$ cat src/rtl/rijndael_mixkey_stage.sv
// Rijndael round stage: ShiftRows -> MixColumns (skipped on final round) -> AddRoundKey, registered.
// Define RIJNDAEL_SKID_EN for a 2-entry skid buffer with a registered in_ready.
module rijndael_mixkey_stage #(
  parameter  int NB        = 4,
  localparam int STATESIZE = 32 * NB
) (
  input  logic                 clk,
  input  logic                 rst_n,
  input  logic                 flush,
  input  logic                 in_valid,
  output logic                 in_ready,
  input  logic [STATESIZE-1:0] in_state,
  input  logic [STATESIZE-1:0] in_round_key,
  input  logic                 in_last,
  output logic                 out_valid,
  input  logic                 out_ready,
  output logic [STATESIZE-1:0] out_state
);

  function automatic int unsigned shift_of(input int unsigned r);
    if (NB == 8 && r == 2) return 3;
    if (NB >= 7 && r == 3) return 4;
    return r;
  endfunction

  function automatic logic [7:0] xtime(input logic [7:0] b);
    return {b[6:0], 1'b0} ^ (b[7] ? 8'h1B : 8'h00);
  endfunction

  logic [STATESIZE-1:0] sr_state;
  logic [STATESIZE-1:0] mc_state;
  logic [STATESIZE-1:0] result;

  always_comb begin
    sr_state = '0;
    for (int unsigned c = 0; c < NB; c++) begin
      for (int unsigned r = 0; r < 4; r++) begin
        sr_state[STATESIZE-1-8*(4*c+r) -: 8] =
          in_state[STATESIZE-1-8*(4*((c + shift_of(r)) % NB)+r) -: 8];
      end
    end
  end

  always_comb begin
    logic [7:0] a0, a1, a2, a3, x0, x1, x2, x3;
    mc_state = '0;
    a0 = '0; a1 = '0; a2 = '0; a3 = '0;
    x0 = '0; x1 = '0; x2 = '0; x3 = '0;
    for (int unsigned c = 0; c < NB; c++) begin
      a0 = sr_state[STATESIZE-1-8*(4*c+0) -: 8];
      a1 = sr_state[STATESIZE-1-8*(4*c+1) -: 8];
      a2 = sr_state[STATESIZE-1-8*(4*c+2) -: 8];
      a3 = sr_state[STATESIZE-1-8*(4*c+3) -: 8];
      x0 = xtime(a0);
      x1 = xtime(a1);
      x2 = xtime(a2);
      x3 = xtime(a3);
      mc_state[STATESIZE-1-8*(4*c+0) -: 8] = x0 ^ x1 ^ a1 ^ a2 ^ a3;
      mc_state[STATESIZE-1-8*(4*c+1) -: 8] = a0 ^ x1 ^ x2 ^ a2 ^ a3;
      mc_state[STATESIZE-1-8*(4*c+2) -: 8] = a0 ^ a1 ^ x2 ^ x3 ^ a3;
      mc_state[STATESIZE-1-8*(4*c+3) -: 8] = x0 ^ a0 ^ a1 ^ a2 ^ x3;
    end
  end

  assign result = (in_last ? sr_state : mc_state) ^ in_round_key;

`ifdef RIJNDAEL_SKID_EN
  logic                 skid_valid;
  logic [STATESIZE-1:0] skid_state;

  // in_ready comes straight from a flop, so there is no out_ready -> in_ready path.
  assign in_ready = !skid_valid;

  always_ff @(posedge clk or negedge rst_n) begin
    if (!rst_n) begin
      out_valid  <= 1'b0;
      out_state  <= '0;
      skid_valid <= 1'b0;
      skid_state <= '0;
    end else if (flush) begin
      out_valid  <= 1'b0;
      skid_valid <= 1'b0;
    end else if (out_valid && !out_ready) begin
      if (in_valid && in_ready) begin
        skid_state <= result;
        skid_valid <= 1'b1;
      end
    end else if (skid_valid) begin
      out_state  <= skid_state;
      skid_valid <= 1'b0;
    end else if (in_valid && in_ready) begin
      out_state <= result;
      out_valid <= 1'b1;
    end else begin
      out_valid <= 1'b0;
    end
  end
`else
  assign in_ready = !out_valid || out_ready;

  always_ff @(posedge clk or negedge rst_n) begin
    if (!rst_n) begin
      out_valid <= 1'b0;
      out_state <= '0;
    end else if (flush) begin
      out_valid <= 1'b0;
    end else if (in_valid && in_ready) begin
      out_state <= result;
      out_valid <= 1'b1;
    end else if (out_ready) begin
      out_valid <= 1'b0;
    end
  end
`endif

endmodule
$ cat config.mk
export PLATFORM = sky130hd
export DESIGN_NAME = rijndael_mixkey_stage
export DESIGN_NICKNAME = d
export VERILOG_FILES = /design/src/rtl/rijndael_mixkey_stage.sv
export SDC_FILE = /design/constraint.sdc
export NUM_CORES = 1
export LEC_CHECK = 0
export CAP_MARGIN = 20
export CORE_ASPECT_RATIO = 0.9
export CORE_MARGIN = 3
export CORE_UTILIZATION = 40
export CTS_BUF_LIST = sky130_fd_sc_hd__clkbuf_4 sky130_fd_sc_hd__clkbuf_8
export CTS_CLUSTER_SIZE = 40
export DETAILED_ROUTE_END_ITERATION = 12
export HOLD_SLACK_MARGIN = 0.12
export PLACE_DENSITY = 0.8
export SYNTH_ARGS = -nofsm -noshare
export SYNTH_HDL_FRONTEND = slang
export SYNTH_SLANG_ARGS = --single-unit
$ cat constraint.sdc
create_clock -name clk -period 1.7 [get_ports clk]
set_clock_uncertainty 0.2 [all_clocks]
set_input_delay 0.34 -clock clk [delete_from_list [all_inputs] [get_ports clk]]
set_output_delay 0.34 -clock clk [all_outputs]
set_load 0.05 [all_outputs]
==> results.yml <==
yosys:
  synth_xor_area_share_pct: 51.1
  synth-seq-cells: 129
  yosysTopAreaCell: "dfrtp_1"
  synth_edf_count: 0
  yosysMostFrequentCell: "xnor2_1"
  netlist_instances: 1218
  synthArstFlopShare_pct: 100
  ys_types: 36
  synthMuxAreaShare_pct: 1.86
  synth_top_family_by_area: "XOR/XNOR gates"
  yosysSeqAreaShare_pct: 26.1
  yosys_warnings: 0
  synthTopCellsByArea: "dfrtp_1, xnor2_1, xnor3_1, o21ai_0, nand2_1"
  syn_nets: 1480
  synth_top_area_share_pct: 26.1
  synth_fa_ha_area_share_pct: 0
  synth_common_cells: "xnor2_1, nand2_1, o21ai_0, dfrtp_1, xnor3_1"
  syn_avg_cell_area_um2: 10.2
  synth-compound-area-share_pct: 9.63
  synthFlopType: "dfrtp_1"
  syn_area_mm2: 0.0124
  post_synth_and_or_nand_nor_area_fraction_pct: 7.66
detailed_routing:
  drc: 0
  post_drt_wl_per_cell_um: 21.1
  vias: 11680
  routed_wl_um: 48900
  postRouteAntennaNets: 0
  detail_route.iter0.violations: 597
  via_per_inst: 5.05
  dr.pass1.iters: 5
sta:
  max_freq_mhz: 552
  final-hold-violation-count: 0
  tightest_slew_ns: 0.415
  rsz0062_at_grt: "true"
  period_needed_ns: 1.81
  setup_slack_ns: -0.112
  relSlewSlack_pct: 72.3
  setup_viol: 13
  finalCritPeriodShare_pct: 107
  slew_viol_final: 0
worst_setup_path:
  crit_family: "XOR/XNOR gates"
  critPathSlowestCell: "clkdlybuf4s50_1"
  cp.required_ns: 1.84
  worst_setup_path_start_kind: "primary input"
  worstSetupEndpointType: "register"
  max_stage_delay_ns: 0.48
  crit_cells: 7
  path_class: "primary input to register"
  worst-path-buf-inv: 2
  critPathMaxFanout: 3
  timing.rr.start: "out_valid$_DFFE_PN0P_"
  crit_chain: "clkdlybuf4s50_1 > xnor2_2 > buf_4 > xor3_1 > o21ai_1 > xnor2_1 > o21ai_0"
  startpoint: "in_state[62]"
  cp.arrival_ns: 1.95
  reg2reg_depth: 5
final_layout:
  fillers: 1972
  nets: 2155
  drive_above_1_share_pct: 36.1
  syn_to_final_growth_pct: 75.9
  final-instance-count-excl-fill: 2314
floorplan:
  num_rows: 60
  die_height_um: 173
  num_io_pins: 392
  core-area_mm2: 0.0302
  die_area_mm2: 0.0331
  die_w_um: 191
  start_util_pct: 41.0
cts:
  clk-insertion-delay-late_ns: 0.45
  cts_root_buf: "clkbuf_8"
  htree_levels: 4
  cts_tree: "done"
  clkTransAtPathRegs_ns: 0.08
  cts_sinks: 129
  clk_path_buf_depth: 2
  numCtsBuffers: 17
global_route:
  grt_pass1_vias: 12465
  antenna_found_initial: 8
  overflow: 0
  grt_max_degree: 55
  grt_first_pass_wirelength_um: 71900
  grt.total_usage_pct: 28.7
status:
  violations: "negative setup slack"
  outcome: "finished with violations"
place:
  dp.cells: 2233
  port_buffers: 391
  dp_hpwl_um: 37200
  gp_congestion: 0.951
  dp_slack_ns: -0.905
power:
  cellLeakagePower_uw: 0.0105
  powerDensity_mw_per_mm2: 924
  ir_drop_mv: 0.647
min_path:
  hp-class: "primary input to asynchronous set/reset pin"
flow_run:
  cap_violations: 0
cells in the final DEF, fill, tap and decap left out, types with 22 or more instances in the layout:
cell	synthesis	final
buf_12	0	152
buf_4	7	303
xor2_1	61	51
clkdlybuf4s50_1	0	137
dfrtp_1	129	128
xnor2_1	281	231
o21ai_1	46	89
dlygate4sd2_1	0	54
nand2_1	229	228
o21ai_0	173	108
xnor3_1	101	101
buf_6	6	35
o21ai_2	4	26
xnor2_2	20	57
xor3_1	22	22
worst paths after layout:
kind / slack (ns) / endpoint
worst max-delay path: -0.11 / out_state[63]$_DFFE_PN0P_
worst max register to register: -0.03 / out_state[11]$_DFFE_PN0P_
worst min register to register: 0.34 / out_state[49]$_DFFE_PN0P_
worst min-delay path: 0.16 / out_state[5]$_DFFE_PN0P_
max in group asynchronous: 0.55 / out_state[27]$_DFFE_PN0P_
min in group clk: 0.22 / out_state[56]$_DFFE_PN0P_
final cells by class:
cell class / count / area (um^2) / area share, %
multi-input cells: 993 / 9460 / 43.4
inverters: 2 / 7.51 / 0.0345
diodes: 6 / 15.0 / 0.0689
flip-flops and latches: 129 / 3230 / 14.8
well taps: 403 / 504 / 2.31
repair buffers: 750 / 8170 / 37.5
clock buffers: 20 / 263 / 1.21
clock inverters: 11 / 139 / 0.637
power by group:
part	switching, uW	leakage [uW]	internal, uW
Combinational	6000	0.00870	6630
Clock	1360	0.000205	1500
Sequential	852	0.00159	3780
sequential cells by signal (all words and copies together), names as in the netlist:
name and count:
out_valid 1, out_state 128
metal layers:
layer,vias up,global-route usage [%],part of all wire [%]
met5,-,0,0.080
met4,6,14.2,5.0
li1,5370,-,-
met1,5662,33.2,38
met3,143,7.38,7.1
met2,499,49.2,50
logic make-up (layout without fill, tap and decap cells):
family                 after synthesis  after routing
buffers and inverters               96            783
XOR/XNOR                           494            494
flip-flops                         129            129
multiplexers                        23             23
other                                0              6
AND/OR/NAND/NOR                    244            244
AO/OA/AOI/OAI                      232            232
through the flow:
| stage | util [%] | cell area, um^2 | setup TNS (ns) | hold slack (ns) | total power [uW] |
|---|---|---|---|---|---|
| after floorplan | - | 12500 | -22.18 | -0.156 | 10500 |
| after global placement | 67.1 | 20300 | -77.77 | 0.0844 | 16400 |
| after detailed placement | 67.1 | 20300 | -83.90 | 0.0906 | 16700 |
| after CTS | 71.1 | 21500 | -0.330 | 0.135 | 20000 |
| after global routing | 72.2 | 21800 | -0.647 | 0.159 | 20900 |
| final | 72.2 | 21800 | -0.355 | 0.158 | 20100 |
what timing repair did:
| action | CTS | global route |
|---|---|---|
| gates resized for setup | 319 | 131 |
| endpoints found under the hold margin | 130 | 0 |
| hold buffers | 2 | 0 |
| pin swaps | 99 | 73 |
| buffers inserted | 28 | 18 |
| setup endpoints to repair | 106 | 101 |
No activity file was read; power rests on OpenSTA's default activity.
